<file path="config.mk">
export PLATFORM = sky130hd
export DESIGN_NAME = prog_mem_loader
export DESIGN_NICKNAME = d
export VERILOG_FILES = /design/src/rtl/prog_mem_loader.sv
export SDC_FILE = /design/constraint.sdc
export NUM_CORES = 1
export LEC_CHECK = 0
export BUFFER_PORTS_ARGS = -buffer_cell sky130_fd_sc_hd__buf_2
export CORE_ASPECT_RATIO = 1.25
export CORE_MARGIN = 2
export CORE_UTILIZATION = 45
export DETAILED_ROUTE_END_ITERATION = 7
export GPL_TIMING_DRIVEN = 0
export PLACE_DENSITY = 0.65
export SYNTH_ARGS = -nofsm -noshare
export SYNTH_HDL_FRONTEND = slang
export SYNTH_SLANG_ARGS = --single-unit
</file>
<file path="constraint.sdc">
create_clock -name clk -period 2.7 [get_ports clk]
set_input_delay 0.54 -clock clk [delete_from_list [all_inputs] [get_ports clk]]
set_output_delay 0.54 -clock clk [all_outputs]
set_load 0.02 [all_outputs]
</file>
<file path="src/rtl/prog_mem_loader.sv">
// Program/data memory for the SEL0628 core with a two-wire serial byte loader
// and a memory-mapped output register mirroring OUT_ADDR.
module prog_mem_loader #(
    parameter int         DEPTH    = 64,
    parameter logic [5:0] OUT_ADDR = 6'h3F
) (
    input  logic       clk,
    input  logic       clr_n,
    input  logic       ld_mode,
    input  logic       ser_clk,
    input  logic       ser_data,
    input  logic [5:0] cpu_addr,
    input  logic       cpu_we,
    input  logic [7:0] cpu_wdata,
    output logic [7:0] cpu_rdata,
    output logic       cpu_clr_n,
    output logic [7:0] out_port,
    output logic [6:0] load_cnt,
    output logic       loading
);

    typedef enum logic {
        RUN  = 1'b0,
        LOAD = 1'b1
    } state_t;

    state_t state, state_nx;

    logic [1:0] ld_sync, sck_sync, sd_sync;
    logic       sck_d;
    logic       ld_s, sck_s, sd_s, sck_rise;
    logic       load_enter, byte_done, out_wr;

    // Only the low seven bits of the shifted history are ever part of a byte.
    logic [6:0] shift;
    logic [2:0] bit_cnt;
    logic [5:0] load_ptr;

    logic       wr_en;
    logic [5:0] wr_addr;
    logic [7:0] wr_data;
    logic [7:0] mem [DEPTH];

    assign ld_s     = ld_sync[1];
    assign sck_s    = sck_sync[1];
    assign sd_s     = sd_sync[1];
    assign sck_rise = sck_s & ~sck_d;
    assign loading  = ld_s;

    // NOTE: sequential state uses non-blocking assignments so every flop samples pre-edge values.
    always_ff @(posedge clk or negedge clr_n) begin
        if (!clr_n) begin
            ld_sync   <= '0;
            sck_sync  <= '0;
            sd_sync   <= '0;
            sck_d     <= 1'b0;
            cpu_clr_n <= 1'b0;
        end else begin
            ld_sync   <= {ld_sync[0], ld_mode};
            sck_sync  <= {sck_sync[0], ser_clk};
            sd_sync   <= {sd_sync[0], ser_data};
            sck_d     <= sck_s;
            cpu_clr_n <= ~ld_s;
        end
    end

    always_ff @(posedge clk or negedge clr_n) begin
        if (!clr_n) state <= RUN;
        else        state <= state_nx;
    end

    // NOTE: every combinational output gets a default first, so no path can infer a latch.
    always_comb begin
        state_nx   = state;
        load_enter = 1'b0;
        case (state)
            RUN: begin
                if (ld_s) begin
                    state_nx   = LOAD;
                    load_enter = 1'b1;
                end
            end
            LOAD: begin
                if (!ld_s) state_nx = RUN;
            end
            default: state_nx = RUN;
        endcase
    end

    assign byte_done = ld_s & ~load_enter & sck_rise & (bit_cnt == 3'd7);

    // A partial byte left when ld_s falls is simply never written; entry clears it.
    always_ff @(posedge clk or negedge clr_n) begin
        if (!clr_n) begin
            shift    <= '0;
            bit_cnt  <= '0;
            load_ptr <= '0;
            load_cnt <= '0;
        end else if (load_enter) begin
            shift    <= '0;
            bit_cnt  <= '0;
            load_ptr <= '0;
            load_cnt <= '0;
        end else if (ld_s && sck_rise) begin
            shift   <= {shift[5:0], sd_s};
            bit_cnt <= bit_cnt + 3'd1;
            if (bit_cnt == 3'd7) begin
                load_ptr <= load_ptr + 6'd1;
                if (load_cnt != 7'd64) load_cnt <= load_cnt + 7'd1;
            end
        end
    end

    // The core writes only while ld_s is low, which also drops a write on the ld_s rising cycle.
    always_comb begin
        wr_en   = 1'b0;
        wr_addr = cpu_addr;
        wr_data = cpu_wdata;
        if (ld_s) begin
            if (byte_done) begin
                wr_en   = 1'b1;
                wr_addr = load_ptr;
                wr_data = {shift, sd_s};
            end
        end else if (cpu_we) begin
            wr_en = 1'b1;
        end
    end

    assign out_wr = ~ld_s & cpu_we & (cpu_addr == OUT_ADDR);

    // NOTE: the array is built from resettable flops so clr_n can clear every word at once.
    always_ff @(posedge clk or negedge clr_n) begin
        if (!clr_n) begin
            for (int i = 0; i < DEPTH; i++) mem[i] <= '0;
        end else if (wr_en) begin
            mem[wr_addr] <= wr_data;
        end
    end

    always_ff @(posedge clk or negedge clr_n) begin
        if (!clr_n)      out_port <= '0;
        else if (out_wr) out_port <= cpu_wdata;
    end

    assign cpu_rdata = mem[cpu_addr];

endmodule

</file>
==> results.cfg <==
[status]
status = finished, violations left
violations = negative setup slack

[synthesis]
synth_compound_area_frac = 0.04804
post-synth-top-count-cell = dfrtp_1
yosys.area.top_type_share = 0.5368
synth_cell_types = 67
synth_ff_type = dfrtp_1
synth_area_leaders = dfrtp_1 (54%), mux2_2 (22%), mux4_2 (11%)
synth_edf_count = 0
synthTopCellsByCount = dfrtp_1 (552), mux2_2 (513), mux4_2 (128)
synth_top_family_by_area = multiplexers
synth_cells = 1718
netlist_area_um2 = 25730
synth-async-reset-ratio = 1.000
syn_nets = 1743
yosys.area.top_type = dfrtp_1
ys_seq_elements = 552
yosys.area_share.adder = 0.002431
synth_warnings = 0
avgSynthCellArea_um2 = 14.98
synth-simple-area-share = 0.04454
ys_seq_area_frac = 0.5368
synth_xor_area_frac = 0.003404
yosys-mux-area-fraction = 0.3429

[placed_design]
place_congestion = 0.9693
place_hpwl_um = 51420
pre_cts_ws_ns = -1.493
port-buffer-count = 41

[floorplan]
ioPinCount = 45
rows = 98
core_um2 = 56890
die_width_um = 217.9
start_util = 0.4523
fp.dieH_um = 271.4
die_area_um2 = 59120

[clocking]
clockBufferDepth = 3
clk_latency_ns = 0.61
cts_made_buffers = 55
clock-root-buffer = clkbuf_16
cts_tree = done
cts_max_level = 2
cts.sinks = 552
clkTransAtPathRegs_ns = 0.07

[global_route]
first_global_vias = 17090
met2_usage = 0.4227
use_met1 = 0.3416
grt_pass1_wl_um = 112900
antenna_found_initial = 1
grt_usage = 0.2609
grt-ovfl-total = 0
grtUsageMet3 = 0.04683
top_usage_layer = met2
grt_max_degree = 126

[critical_path]
cp_num_buf_inv = 1
critPathRequiredTime_ns = 2.16
startpoint_type = flip-flop
crit_family = compound AO/OA/AOI/OAI gates
path_max_fanout = 2
crit_type = flip-flop to output pin
endpoint_kind = output pin
cpMaxStageDelayCell = mux4_2
crit_chain = mux4_2 > a22o_1 > a221o_1 > a22oi_2 > o21ai_2 > buf_6
worst_ep_arrival_time_ns = 2.66
max_stage_delay_ns = 0.47

[route]
wl_um = 75500
drtIter0Drc = 1234
ant_nets = 0
viasPerCell = 6.046
drc = 0
dr.pass1.iters = 5
vias = 16060
wire_per_inst_um = 28.42

[sta]
tns_ns = -3.470
hold_violations = 0
worst_slack_ns = -0.4969
worstMarginPinSlew_ns = 0.8004
rsz0062_at_grt = yes
skew_ns = 0.01720
hold_ws_ns = 0.03585
min_period_ns = 3.197
maxSlewViolCount = 0
finalCritPeriodShare = 1.184
relSlewSlack = 0.4635
setup_viol = 8
max_freq_mhz = 312.8

[final_layout]
num-nets-final = 1886
drive_gt1_frac = 0.5577
area_growth_pct = 18.36

[power_and_ir_drop]
leakage_uw = 0.01199
p_per_area_nw_per_um2 = 667.0
ir_drop_v = 0.0005038

[worst_hold_path]
hp-class = primary input to flip-flop

[run]
cap_violations = 0
==> final timing paths <==
check / cells past startpoint / slack (ns) / end / from
setup / recovery: 6 / -0.50 / cpu_rdata[0] / mem[336]
hold / removal: 1 / 0.04 / ld_sync[0] / ld_mode
setup reg to reg: 8 / 0.05 / mem[190] / ld_sync[1]
hold reg to reg: 0 / 0.35 / ld_sync[1] / ld_sync[0]
max in group asynchronous: 4 / 0.52 / mem[97] / clr_n
min in group asynchronous: 2 / 0.56 / mem[283] / clr_n
==> metrics by stage <==
stage | std cells | power, uW | util | cell area, um2
2_1_floorplan | 1718 | 10950 | - | 25790
3_3_place_gp | 2509 | 11740 | 0.4733 | 26930
3_5_place_dp | 2513 | 11880 | 0.4755 | 27050
4_1_cts | 2632 | 20390 | 0.5268 | 29970
5_1_grt | 2656 | 21000 | 0.5353 | 30450
6_report | 2657 | 20310 | 0.5353 | 30460
==> timing repair <==
| item | in CTS | in global routing |
|---|---|---|
| setup endpoints to repair | 517 | 506 |
| cloned | 0 | 1 |
| endpoints found under the hold margin | 32 | 0 |
| pin swaps | 8 | 18 |
| setup buffers | 16 | 23 |
| hold buffers | 1 | 0 |
| resized for setup | 235 | 81 |
==> routing by layer <==
metal,up-vias,share of wire
met5,-,0.000093
met4,2,0.051
met3,160,0.051
met2,489,0.49
met1,8694,0.41
li1,6719,-
==> flip-flops by register name, summed over array words and instances (netlist names) <==
register / flops
mem: 512
sck_sync: 2
sck_d: 1
load_cnt: 7
shift: 7
sd_sync: 2
out_port: 8
state: 1
cpu_clr_n: 1
bit_cnt: 3
ld_sync: 2
load_ptr: 6
==> power breakdown <==
part	internal, uW	switching [uW]
clock	5030	3350
sequential	9030	379
combinational	1270	1260
total	15300	4990
==> kinds of logic after synthesis <==
family | Yosys count
AOI/OAI and AO/OA | 152
xor gates and xnor gates | 10
adders and majority gates | 5
buffers and inverters | 125
DFF | 552
muxes | 654
and+or+nand+nor | 220
==> worst register-to-register path, stage by stage (launching register included) <==
cell	delay, ns
dfrtp_1	0.40
buf_6	0.15
or3b_1	0.37
clkbuf_2	0.24
o22a_1	0.28
o31ai_4	0.36
and2_1	0.23
buf_6	0.16
mux2_2	0.34
==> cells in the final DEF, fill, tap and decap left out, types with 18 or more instances in the layout <==
cell type,count
a22oi_1,21
buf_2,38
buf_4,49
buf_6,23
clkbuf_1,21
clkbuf_16,55
clkbuf_2,36
clkbuf_4,18
dfrtp_1,552
mux2_2,513
mux4_2,128
nand2_1,47
nand2_2,25
nand3_1,19
nor2_1,26
o21ai_4,20
==> layout make-up <==
cell class / count / area (um2)
fill: 4720 / 26440
sequential: 552 / 13810
multi-input combinational: 1041 / 12030
clock buffer: 74 / 1568
tap: 750 / 938.4
buffer: 119 / 922.1
timing repair buffer: 86 / 744.5
clock inverter: 28 / 410.4
inverter: 6 / 22.52
antenna: 1 / 2.502
Power figures use the tool's default switching activity.
